===== config.mk =====
export PLATFORM = sky130hd
export DESIGN_NAME = lsu_arbiter
export DESIGN_NICKNAME = d
export VERILOG_FILES = /design/src/rtl/lsu_arbiter.sv
export SDC_FILE = /design/constraint.sdc
export NUM_CORES = 1
export LEC_CHECK = 0
export BUFFER_PORTS_ARGS = -buffer_cell sky130_fd_sc_hd__clkbuf_2
export CAP_MARGIN = 5
export CORE_AREA = 5 5 86 88
export DETAILED_ROUTE_END_ITERATION = 6
export DIE_AREA = 0 0 91 93
export PLACE_DENSITY = 0.86
export RECOVER_POWER = 25
export SLEW_MARGIN = 20
export SYNTH_ARGS = -nofsm -noshare
export SYNTH_HDL_FRONTEND = slang
export SYNTH_SLANG_ARGS = --single-unit

===== constraint.sdc =====
create_clock -name clk -period 3.8 [get_ports clk]
set_input_delay 0.19 -clock clk [delete_from_list [all_inputs] [get_ports clk]]
set_output_delay 0.19 -clock clk [all_outputs]
set_load 0.01 [all_outputs]

===== src/rtl/lsu_arbiter.sv =====
// Purpose: shares the single LSU data/MMIO port between the memory stage and a DMA/debug requester.
// Latency: core accesses add 0 cycles; DMA ready is combinational; DMA read data is returned 1 cycle after the handshake.
// Backpressure: the core is held with core_stall_o while DMA owns the port; DMA is held off via dma_ready_o.
// Optional feature: define LSU_ARB_STARVE_GUARD_EN to force a starved DMA request through after MAX_WAIT refusals.
`timescale 1ns/1ps

module lsu_arbiter #(
    parameter int MAX_WAIT  = 8,
    parameter int MAX_BURST = 4
) (
    input  logic        clk,
    input  logic        rst,
    // memory-stage side
    input  logic        core_req_i,
    input  logic        core_we_i,
    input  logic [9:0]  core_addr_i,
    input  logic [31:0] core_wdata_i,
    output logic [31:0] core_rdata_o,
    output logic        core_stall_o,
    // DMA/debug side
    input  logic        dma_valid_i,
    input  logic        dma_we_i,
    input  logic [9:0]  dma_addr_i,
    input  logic [31:0] dma_wdata_i,
    output logic        dma_ready_o,
    output logic        dma_rvalid_o,
    output logic [31:0] dma_rdata_o,
    // lsu side
    output logic [9:0]  lsu_addr_o,
    output logic [31:0] lsu_st_data_o,
    output logic        lsu_st_en_o,
    input  logic [31:0] lsu_ld_data_i
);

    localparam int BW = $clog2(MAX_BURST + 1);
    localparam logic [BW-1:0] BURST_LIMIT = BW'(MAX_BURST);

    typedef enum logic {
        S_CORE = 1'b0,
        S_DMA  = 1'b1
    } state_t;

    state_t        state;
    logic [BW-1:0] beat_cnt;
    logic          dma_gnt;
    logic          core_gnt;
    logic          force_dma;
    logic          dma_rd_gnt;

`ifdef LSU_ARB_STARVE_GUARD_EN
    localparam int WW = $clog2(MAX_WAIT + 1);
    localparam logic [WW-1:0] WAIT_LIMIT = WW'(MAX_WAIT);

    logic [WW-1:0] wait_cnt;

    // A request refused MAX_WAIT times in a row wins over the core next time.
    assign force_dma = (wait_cnt == WAIT_LIMIT);

    // Count consecutive refused cycles of a pending DMA request; a grant or a withdrawn request restarts the count.
    always_ff @(posedge clk or negedge rst) begin
        if (!rst) begin
            wait_cnt <= '0;
        end else if (dma_gnt || !dma_valid_i) begin
            wait_cnt <= '0;
        end else if (wait_cnt != WAIT_LIMIT) begin
            wait_cnt <= wait_cnt + WW'(1);
        end
    end
`else
    // Strict core priority: an idle core cycle is the only way in for DMA.
    assign force_dma = 1'b0;

    // MAX_WAIT has no effect in this build; the empty block only keeps the parameter referenced.
    if (MAX_WAIT < 1) begin : g_max_wait_unused
    end
`endif

    // Grant decision: core first, DMA on idle core cycles, when starved, or while its burst allowance lasts.
    always_comb begin
        dma_gnt = 1'b0;
        if (state == S_DMA) begin
            dma_gnt = dma_valid_i & (!core_req_i | (beat_cnt < BURST_LIMIT));
        end else begin
            dma_gnt = dma_valid_i & (!core_req_i | force_dma);
        end
    end

    assign core_gnt   = core_req_i & !dma_gnt;
    assign dma_rd_gnt = dma_gnt & !dma_we_i;

    // Handshake and stall are forced low while reset is asserted so no store can slip out.
    assign dma_ready_o  = rst & dma_gnt;
    assign core_stall_o = rst & core_req_i & !core_gnt;

    // Port mux: the DMA drives the LSU only when granted; otherwise the core inputs pass straight through.
    assign lsu_addr_o    = dma_gnt ? dma_addr_i  : core_addr_i;
    assign lsu_st_data_o = dma_gnt ? dma_wdata_i : core_wdata_i;
    assign lsu_st_en_o   = rst & (dma_gnt ? dma_we_i : (core_gnt & core_we_i));

    // Load data is a pure pass-through; the memory-stage register samples it.
    assign core_rdata_o = lsu_ld_data_i;

    // Ownership FSM: enter/stay in S_DMA on every DMA grant, counting beats; any non-grant cycle hands back to the core.
    always_ff @(posedge clk or negedge rst) begin
        if (!rst) begin
            state    <= S_CORE;
            beat_cnt <= '0;
        end else if (dma_gnt) begin
            state <= S_DMA;
            if (state == S_CORE) begin
                beat_cnt <= BW'(1);
            end else if (beat_cnt != BURST_LIMIT) begin
                beat_cnt <= beat_cnt + BW'(1);
            end
        end else begin
            state    <= S_CORE;
            beat_cnt <= '0;
        end
    end

    // DMA read return: capture load data at the handshake edge and pulse rvalid for one cycle; stores return nothing.
    always_ff @(posedge clk or negedge rst) begin
        if (!rst) begin
            dma_rvalid_o <= 1'b0;
            dma_rdata_o  <= '0;
        end else begin
            dma_rvalid_o <= dma_rd_gnt;
            if (dma_rd_gnt) begin
                dma_rdata_o <= lsu_ld_data_i;
            end
        end
    end

endmodule


Word level (Yosys, flattened, before mapping)
Index checks and enable logic that the tools add are counted.
{"block": "classes", "n_addsub": 1, "n_mul": 0, "div": 0, "order_cmp": 1, "eq_ne": 2, "shifts": 0, "muxes": 8, "n_bitwise": 10, "reduce_logical": 4}
{"op": "two-way mux 32 bit", "count": 1}
{"op": "two-way mux 10 bit", "count": 1}
{"op": "AND 1 bit", "count": 9}
{"op": "two-way mux 3 bit", "count": 3}
{"op": "logical NOT 1 bit", "count": 4}
{"op": "adder 3 x 1 -> 3 bit, second input constant", "count": 1}
{"op": "less-than comparator 3 bit, second input constant", "count": 1}
{"op": "two-way mux 1 bit", "count": 3}
{"op": "inequality test 3 x 2 -> 1 bit, second input constant", "count": 1}
{"op": "inequality test 3 bit, second input constant", "count": 1}
{"op": "bitwise OR 1 bit", "count": 1}
{"block": "word_totals", "reg_bits": 37, "latch_bits": 0, "mem_bits_rw": 0, "rom_bits": 0, "in_bits": 122, "output_inout_bits": 110, "n_memories": 0}

Depth between registers and ports, before layout
Gate-level depths: netlist (run 1).
{"block": "depth", "ltp_word": 9, "depth_mapped": 5, "depth_no_buf": 5}

Least setup slack after synthesis (run 1)
OpenSTA, ideal clock, no wires.
{"block": "synth_path", "kind": "reg2out", "startpoint": "register state", "endpoint": "output port lsu_st_data_o[10]", "t_arrival_ns": 1.327, "t_required_ns": 3.610, "slack_ns": 2.283, "path_stages_with_launch": 6, "n_path_buf": 2, "cell_sequence": "dfrtp_1 -> and2b_4 -> o21ai_4 -> buf_6 -> buf_8 -> mux2_4"}
{"block": "synth_between", "elab_chain_len": 2}
{"item": "start, declared", "line": "43", "text": "state_t state;"}
{"item": "start signal, assigned", "line": "106", "text": "state <= S_CORE;"}
{"item": "start signal, assigned", "line": "109", "text": "state <= S_DMA;"}
{"item": "start signal, assigned", "line": "116", "text": "state <= S_CORE;"}
{"item": "two-way mux 1 bit", "line": "81", "text": "if (state == S_DMA) begin"}
{"item": "two-way mux 32 bit", "line": "97", "text": "assign lsu_st_data_o = dma_gnt ? dma_wdata_i : core_wdata_i;"}
{"item": "end, declared", "line": "30", "text": "output logic [31:0] lsu_st_data_o,"}
No other way between the ends.

Worst setup path after layout (run 1)
{"block": "layout_path", "startpoint": "register beat_cnt[2]", "endpoint": "output port lsu_addr_o[7]"}
{"block": "layout_between", "elab_chain_len": 5}
{"item": "start, declared", "line": "44", "text": "logic [BW-1:0] beat_cnt;"}
{"item": "start signal, assigned", "line": "113", "text": "beat_cnt <= beat_cnt + BW'(1);"}
{"item": "less-than comparator 3 bit", "line": "82", "text": "dma_gnt = dma_valid_i & (!core_req_i | (beat_cnt < BURST_LIMIT));"}
{"item": "bitwise OR 1 bit", "line": "82"}
{"item": "AND 1 bit", "line": "82"}
{"item": "two-way mux 1 bit", "line": "81"}
{"item": "two-way mux 10 bit", "line": "96", "text": "assign lsu_addr_o = dma_gnt ? dma_addr_i : core_addr_i;"}
{"item": "end, declared", "line": "29", "text": "output logic [9:0] lsu_addr_o,"}
No other way between the ends.

==> results of run 1 <==
synthesized netlist by cell type:
cell type / count
nand3_1: 1
dfrtp_1: 37
a21oi_1: 2
ha_1: 2
nor3_1: 2
o21ai_4: 1
and2b_4: 1
mux2i_1: 1
inv_1: 5
nor2_1: 2
mux2_1: 60
buf_6: 2
xnor2_1: 1
a21oi_2: 1
a41o_1: 1
nor3b_1: 1
nand2_1: 3
mux2_4: 14
o21ai_0: 1
buf_8: 1
nand2b_1: 2
buf_4: 37
critical path: cells and delay by family (launching register included):
| kind | cells | cell delay (ns) |
|---|---|---|
| mux | 1 | 0.43 |
| buf+inv | 2 | 0.70 |
| flops | 1 | 0.40 |
| compound gates | 1 | 0.23 |
| simple gates | 1 | 0.22 |
registers in the layout, summed over array words and instances, names as in the netlist:
signal        flops
dma_rdata_o      32
beat_cnt          3
dma_rvalid_o      1
state             1
how the worst min path moves through the flow:
stage / cells after the start / endpoint
5_1_grt: 2 / dma_rdata_o[12]
3_3_place_gp: 2 / dma_rdata_o[18]
6_report: 2 / dma_rdata_o[27]
3_5_place_dp: 2 / dma_rdata_o[14]
2_1_floorplan: 0 / beat_cnt[0]
4_1_cts: 2 / dma_rdata_o[15]
area by class of cell:
| type | instances | area [µm²] | area share (%) |
|---|---|---|---|
| Clock buffer | 6 | 82.6 | 2.48 |
| Timing Repair Buffer | 234 | 1140 | 34.3 |
| Tap cell | 80 | 100 | 3.01 |
| Multi-Input combinational cell | 96 | 1050 | 31.6 |
| Clock inverter | 1 | 7.51 | 0.226 |
| Sequential cell | 37 | 926 | 27.8 |
| Inverter | 5 | 18.8 | 0.564 |
routing by layer:
layer  up-vias  GRT usage (%)
met4         0           4.40
met1       971           18.2
li1        981              -
met5         -              0
met2       132           35.3
met3         9           7.08
cells by family after synthesis:
logic type	count (synthesis)
muxes	75
buffers and inverters	45
DFF	37
and+or+nand+nor	12
AOI/OAI and AO/OA	6
adders and majority gates	2
xor gates and xnor gates	1
stage by stage:
| step | area [µm²] | setup slack, ns | utilization, % | power [mW] |
|---|---|---|---|---|
| finish | 3330 | 1.35 | 50.6 | 1.17 |
| global route | 3330 | 1.24 | 50.6 | 1.24 |
| CTS | 3370 | 1.30 | 51.3 | 1.20 |
| detailed placement | 3270 | 1.62 | 49.7 | 0.921 |
| global placement | 3270 | 1.69 | 49.7 | 0.907 |
| floorplan | 2300 | 2.28 | - | 0.719 |
power by group:
part           switching [mW]  internal, mW
clock                   0.128         0.143
combinational           0.205         0.202
sequential             0.0334         0.462
==> flow_summary.toml, run 1 <==
[run_status]
outcome = "finished clean"

[clock_tree]
htree_levels = 2
cts_hold_buf = 1
insertion_delay_ns = 0.28
cts_setup_buffers = 0
cts_made_buffers = 5
post_cts_resized = 0
clock-sinks = 37
cts_root_buffer = "clkbuf_8"
cts_tree = "built"
clk_pin_slew_worst_paths_ns = 0.07
clock_path_buffers = 2

[synth]
netlist_area_um2 = 2300
syn_avg_cell_area_um2 = 12.9
synthAdderAreaFrac_pct = 1.09
yosysSeqAreaShare_pct = 40.2
synth_nets = 302
synth_top_area_share_pct = 40.2
yosys_register_bits = 37
synth_mux_area_share_pct = 38.9
yosysWarnings = 0
synth_top_family_by_area = "multiplexers"
yosysUniqueCellTypes = 22
post-synth-top-area-cell = "dfrtp_1"
synth-compound-area-share_pct = 2.17
synthSimpleGateAreaFrac_pct = 2.77
synth_cells = 178
synthTopCellsByArea = "dfrtp_1 (40%), mux2_1 (29%), buf_4 (12%), mux2_4 (9.1%), ha_1 (1.1%)"
synth_xor_area_share_pct = 0.380

[detailed_routing]
wl_per_cell_um = 17.6
wl_mm = 8.10
met3_length_um = 945
via_per_inst = 4.56
vias = 2093
ant_nets = 0
wl_met2_mm = 4.30
wl_met1_mm = 2.72
drc = 0
highest_layer = "met4"
drt_iter0_markers = 29
firstDrtPassIters = 4

[global_route]
grt_pass1_vias = 2348
track_usage_pct = 18.3
grt_pass1_wl_mm = 12.4
antenna_found_initial = 0
grt_max_degree = 42
grt_overflow_total = 0

[worst_setup_path]
cp-start-kind = "flop"
ff2ff_path_depth = 3
crit_chain = "and2b_4 > o21ai_4 > buf_4 > mux2_1 > clkbuf_2"
crit_start = "beat_cnt[2]"
cp_slowest_stage_delay_ns = 0.54
critPathRequiredTime_ns = 3.61
r2r_setup_slack_ns = 1.83
critPathCaptureType = "primary output"
crit_fanout = 41
slowest_stage = "buf_4"
regToRegEndpoint = "dma_rdata_o[2]"
cp.arrival_ns = 2.26
crit_end = "lsu_addr_o[7]"
timing.rr.start = "beat_cnt[2]"
criticalPathCategory = "flop to primary output"

[layout]
diodes = 0
final_cells = 459
final_cell_mix = "clkbuf_2 (198), mux2_1 (60), dfrtp_1 (37)"
layout_commonest_cell = "clkbuf_2"
nets = 503
drive_gt1_share_pct = 59.1
syn_to_final_growth_pct = 44.4
fillers = 639

[floorplanning]
ioPinCount = 232
fp.dieW_um = 91
dieHeight_um = 93
dieArea_um2 = 8460
rows = 30
placeableCoreArea_um2 = 6570
start_util_pct = 35.1

[timing]
skew_ns = 0.00814
setup_tns_ns = 0
worst_pin_slew_ns = 1.00
max_slew_margin_pct = 33.0
setup_viol = 0
max_freq_mhz = 408
rsz0062_at_grt = "false"
drv_slew = 0
hold_ws_ns = 0.139
fin_crit_ns = 2.45
hold_viol = 0
timing.final.crit_share_pct = 64.5

[placed_design]
place.gp.congestion = 0.847
hpwlAfterDp_mm = 7.11
dp_cells = 451
port_buffers = 231

[run]
drv_cap = 0

[hold_path]
hp-start = "lsu_ld_data_i[27]"
hold_class = "primary input to flop"

[power_and_ir_drop]
power.density_nw_per_um2 = 353
cellLeakagePower_nw = 1.82
max-vdd-ir-drop_v = 0.000245
Power figures use the tool's default switching activity.
==> run 2: changes to the inputs <==
Settings changed: ABC_AREA from default to 1, CORE_AREA 5 5 86 88 to default, CORE_MARGIN from default to 5, CORE_UTILIZATION from default to 33, DIE_AREA 0 0 91 93 to default, PLACE_DENSITY 0.86 to 0.83.
Clock period 3.8 ns to 2.1 ns, I/O delays scaled along.
==> run 2 against run 1 <==
  * Clock skew shrank 0.00083 ns
  * Sequential share of layout area shrank 0.70 points
  * Hold slack lost 0.073 ns
  * Synthesized cell count grew 94%
  * Critical path depth grew 2
  * Count of clock-buffer cells in the layout is the same
  * Register-to-register slack lost 1.3 ns
  * Non-clock buffer count grew 5
  * Global-route usage grew 0.98 points
  * Setup slack lost 1.2 ns
  * Critical path type unchanged
  * Largest cell class unchanged
  * Highest routed layer unchanged
==> flow_summary.toml, run 2 <==
[worst_setup_path]
crit_fanout = 40
ff2ff_path_depth = 7
regToRegEndpoint = "dma_rdata_o[27]"
critPathRequiredTime_ns = 2.00
timing.rr.start = "beat_cnt[2]"
critPathCaptureType = "primary output"
criticalPathCategory = "flop to primary output"
r2r_setup_slack_ns = 0.53
cp-start-kind = "flop"
cp.arrival_ns = 1.81

[run_status]
outcome = "finished clean"

[floorplanning]
ioPinCount = 232
rows = 31
dieHeight_um = 95.0
dieArea_um2 = 9020
fp.dieW_um = 95.0
start_util_pct = 33.4
placeableCoreArea_um2 = 7140

[clock_tree]
insertion_delay_ns = 0.29
clock_path_buffers = 2
clock-sinks = 37
post_cts_resized = 0
htree_levels = 2
cts_tree = "built"
cts_root_buffer = "clkbuf_8"
cts_made_buffers = 5
clk_pin_slew_worst_paths_ns = 0.08

[timing]
max_slew_margin_pct = 52.3
setup_viol = 0
timing.final.crit_share_pct = 91.3
fin_crit_ns = 1.92
rsz0062_at_grt = "false"
worst_pin_slew_ns = 0.715
setup_tns_ns = 0
hold_ws_ns = 0.0657
max_freq_mhz = 522
hold_viol = 0
drv_slew = 0
skew_ns = 0.00731
fin_ws_ns = 0.183

[synth]
synthTopCellsByArea = "dfrtp_1 (39%), nand2_1 (31%), buf_4 (10%), nand4_1 (8.4%), buf_2 (2.1%)"
yosysSeqAreaShare_pct = 38.8
synth_nets = 470
yosysWarnings = 0
synthFlopType = "dfrtp_1"
syn_avg_cell_area_um2 = 6.89
post-synth-top-area-cell = "dfrtp_1"
synth.most_common_cell = "nand2_1"
synth_common_cells = "nand2_1 (198), dfrtp_1 (37), buf_4 (33)"
async_flop_share_pct = 100
synth_cells = 346
yosys_register_bits = 37
netlist_area_um2 = 2380
yosysUniqueCellTypes = 19
synth_edf_count = 0
synth_top_area_share_pct = 38.8

[layout]
postLayoutCoreUtil_pct = 47.8
nets = 663
syn_to_final_growth_pct = 43.1
largest_reg_flops = 32
largest_register = "dma_rdata_o"
reg_top3 = "dma_rdata_o: 32 flops, beat_cnt: 3 flops"
final_cell_mix = "nand2_1 (198), clkbuf_2 (198), dfrtp_1 (37)"
diodes = 0
drive_gt1_share_pct = 40.4

[hold_path]
hp-start = "lsu_ld_data_i[17]"
hold_class = "primary input to flop"
hold_depth = 3
hold_end = "dma_rdata_o[17]"

[placed_design]
hpwlAfterDp_mm = 7.84
port_buffers = 231
place.gp.congestion = 0.851
place_ws_ns = 0.490

[detailed_routing]
wl_mm = 9.30
firstDrtPassIters = 5
vias = 2903
drt_iter0_markers = 100
via_per_inst = 4.54
ant_nets = 0
wl_per_cell_um = 14.5
drc = 0

[run]
drv_cap = 0

[power_and_ir_drop]
power.density_nw_per_um2 = 626
cellLeakagePower_nw = 2.17
finalPower_mw = 2.14
max-vdd-ir-drop_v = 0.000253

[global_route]
grt_max_degree = 44
track_usage_pct = 19.3
antenna_found_initial = 0
grt_overflow_total = 0
grt_pass1_wl_mm = 13.3
grt_pass1_vias = 2731
-- run 2: cell count changes in the layout (fill, tap and decap cells not counted), sizes merged, moves of 2 or more --
cell | previous run | this run
buf | 2 | 6
nand2b | 2 | 0
nor3 | 2 | 0
nand4 | 0 | 32
nand2 | 3 | 201
clkinv | 0 | 3
nor2 | 2 | 4
inv | 5 | 9
mux2 | 74 | 0
-- run 2: worst max path at each step --
stage                     start                end  slack (ns)  cells after the start
floorplan           beat_cnt[2]       core_stall_o        0.96                      7
global placement          state  lsu_st_data_o[16]        0.50                      7
detailed placement        state  lsu_st_data_o[14]        0.49                      7
CTS                       state  lsu_st_data_o[14]        0.16                      7
global route              state  lsu_st_data_o[14]        0.06                      7
finish                    state  lsu_st_data_o[14]        0.18                      7
-- run 2: area by class of cell --
| class | instances | area [µm²] |
|---|---|---|
| Timing Repair Buffer | 239 | 1170 |
| Clock buffer | 6 | 82.6 |
| Inverter | 10 | 40.0 |
| Tap cell | 99 | 124 |
| Clock inverter | 2 | 13.8 |
| Fill cell | 766 | 3720 |
| Sequential cell | 37 | 926 |
| Multi-Input combinational cell | 246 | 1050 |
-- run 2: critical path: stages (launching register included) --
cell and delay [ns]:
dfrtp_1 0.41, nand2_2 0.09, nand2_4 0.11, nand2_4 0.12
buf_4 0.36, nand2_1 0.18, nand2_1 0.10, clkbuf_2 0.13
-- run 2: layer usage --
layer / vias to the layer above / wire length (µm) / track usage, %
li1: 1437 / - / -
met1: 1286 / 3150 / 20.5
met2: 163 / 4940 / 36.1
met3: 17 / 943 / 5.18
met4: 0 / 267 / 7.09
met5: - / 0 / 0
-- run 2: metrics by stage --
step,std cells,instance area (µm²)
after floorplan,346,2380
after global placement,630,3350
after detailed placement,630,3350
after CTS,639,3460
after global routing,639,3410
final,639,3410
-- run 2: cell families (layout without fill, tap and decap cells) --
kind of cell	count (synthesis)	count (layout)	synth area share, %
flip-flops	37	37	38.8
adder cells (fa/ha/maj)	2	2	1.05
AND/OR/NAND/NOR	239	239	42.0
buffers and inverters	63	257	17.0
AO/OA/AOI/OAI	5	5	1.05
-- run 2: report_power, final --
part / internal, mW / total [mW] / leakage, nW / switching (mW)
clock: 0.266 / 0.522 / 0.0512 / 0.256
sequential: 0.816 / 0.876 / 0.464 / 0.0605
combinational: 0.301 / 0.738 / 1.66 / 0.437
total: 1.38 / 2.14 / 2.17 / 0.753
-- run 2: timing repair --
action                                 CTS  global route
setup buffers                            0             0
hold buffers                             1             0
endpoints found under the hold margin   37             0
==> run 3: changes to the inputs <==
Settings changed: RECOVER_POWER 25 to 50.
==> run 3 against run 2 <==
  * Sequential power barely moved
  * Clock skew hardly changed
  * Cell area fell by 0.95%
  * Register-to-register slack about the same
  * Critical endpoint unchanged
  * Cell count did not move
  * Fmax up 0.10%
  * Clock power about the same
  * Count of clock-buffer cells in the layout unchanged
  * Largest cell class unchanged
  * Combinational power is 2% lower
  * Flip-flop and latch count unchanged
  * Core utilization decreased by 0.46 points
==> flow_summary.toml, run 3 (synthesis gave the netlist of run 2 again) <==
[global_route]
antenna_found_initial = 0
grt_pass1_wl_mm = 13.3
grt_max_degree = 44
grt_overflow_total = 0
track_usage_pct = 19.3
grt_pass1_vias = 2731

[floorplanning]
fp.dieW_um = 95.0
dieArea_um2 = 9020
dieHeight_um = 95.0
placeableCoreArea_um2 = 7140
ioPinCount = 232
start_util_pct = 33.4
rows = 31

[detailed_routing]
drc = 0
wl_mm = 9.36
via_per_inst = 4.54
wl_per_cell_um = 14.7
firstDrtPassIters = 4
vias = 2902
ant_nets = 0
drt_iter0_markers = 108

[power_and_ir_drop]
finalPower_mw = 2.12
max-vdd-ir-drop_v = 0.000252
power.density_nw_per_um2 = 628
cellLeakagePower_nw = 2.10

[timing]
skew_ns = 0.00684
fin_ws_ns = 0.185
drv_slew = 0
timing.final.crit_share_pct = 91.2
max_freq_mhz = 522
setup_tns_ns = 0
rsz0062_at_grt = "false"
hold_ws_ns = 0.0641
max_slew_margin_pct = 25.9
fin_crit_ns = 1.92
hold_viol = 0
worst_pin_slew_ns = 1.11
setup_viol = 0

[clock_tree]
cts_hold_buf = 1
cts_setup_buffers = 0
clock-sinks = 37
insertion_delay_ns = 0.29
cts_made_buffers = 5
post_cts_resized = 0
cts_tree = "built"
htree_levels = 2
clock_path_buffers = 2
clk_pin_slew_worst_paths_ns = 0.08
cts_root_buffer = "clkbuf_8"

[layout]
fin_area_um2 = 3380
largest_register = "dma_rdata_o"
syn_to_final_growth_pct = 41.8
diodes = 0
reg_top3 = "dma_rdata_o: 32 flops, beat_cnt: 3 flops"
final_cell_mix = "nand2_1 (198), clkbuf_2 (175), clkbuf_1 (58)"
fillers = 768
drive_gt1_share_pct = 35.9
nets = 663
largest_reg_flops = 32
layout_commonest_cell = "nand2_1"

[worst_setup_path]
regToRegEndpoint = "dma_rdata_o[27]"
critPathRequiredTime_ns = 2.00
timing.rr.start = "beat_cnt[2]"
critPathCaptureType = "primary output"
ff2ff_path_depth = 7
cp-start-kind = "flop"
cp.arrival_ns = 1.81
r2r_setup_slack_ns = 0.53
criticalPathCategory = "flop to primary output"
crit_fanout = 40

[placed_design]
place_ws_ns = 0.490
place_area_um2 = 3350
place.gp.congestion = 0.851
port_buffers = 231
hpwlAfterDp_mm = 7.84

[run]
drv_cap = 0

[hold_path]
hold_end = "dma_rdata_o[4]"
hold_class = "primary input to flop"
hold_depth = 3
hp-start = "lsu_ld_data_i[4]"

[run_status]
outcome = "finished clean"
## run 3: final cells by class
type / instances / area (µm²) / area share (%)
multi-input combinational: 246 / 1050 / 31.1
timing repair buffer: 239 / 1140 / 33.8
sequential: 37 / 926 / 27.4
inverter: 10 / 40.0 / 1.18
clock inverter: 2 / 13.8 / 0.407
tap: 99 / 124 / 3.67
clock buffer: 6 / 82.6 / 2.44
## run 3: layer usage
metal  vias to the layer above  GRT usage [%]  part of all wire (%)
li1                       1439              -                     -
met1                      1282           20.5                    34
met2                       164           36.1                    53
met3                        17           5.18                    10
met4                         0           7.09                   2.9
met5                         -              0                     0
## run 3: through the flow
| stage | instances | utilization [%] |
|---|---|---|
| floorplan | 346 | - |
| global placement | 630 | 46.9 |
| detailed placement | 630 | 46.9 |
| CTS | 639 | 48.4 |
| global route | 639 | 47.4 |
| finish | 639 | 47.4 |
## run 3: how the worst max path moves through the flow
stage / depth (start not counted) / end / slack (ns) / from
after floorplan: 7 / core_stall_o / 0.96 / beat_cnt[2]
after global placement: 7 / lsu_st_data_o[16] / 0.50 / state
after detailed placement: 7 / lsu_st_data_o[14] / 0.49 / state
after CTS: 7 / lsu_st_data_o[14] / 0.16 / state
after global routing: 7 / lsu_st_data_o[14] / 0.06 / state
final: 7 / lsu_st_data_o[14] / 0.18 / state
## run 3: where the power goes
part           internal (mW)  leakage, nW  switching (mW)
registers              0.816        0.464          0.0602
logic                  0.283         1.58           0.438
clock network          0.266       0.0512           0.258
total                   1.36         2.10           0.757
## run 3: worst max-delay path, stage by stage (launching register included)
cell and delay (ns):
dfrtp_1 0.41, nand2_2 0.09, nand2_4 0.11, nand2_4 0.12, buf_4 0.36, nand2_1 0.18, nand2_1 0.10, clkbuf_2 0.13
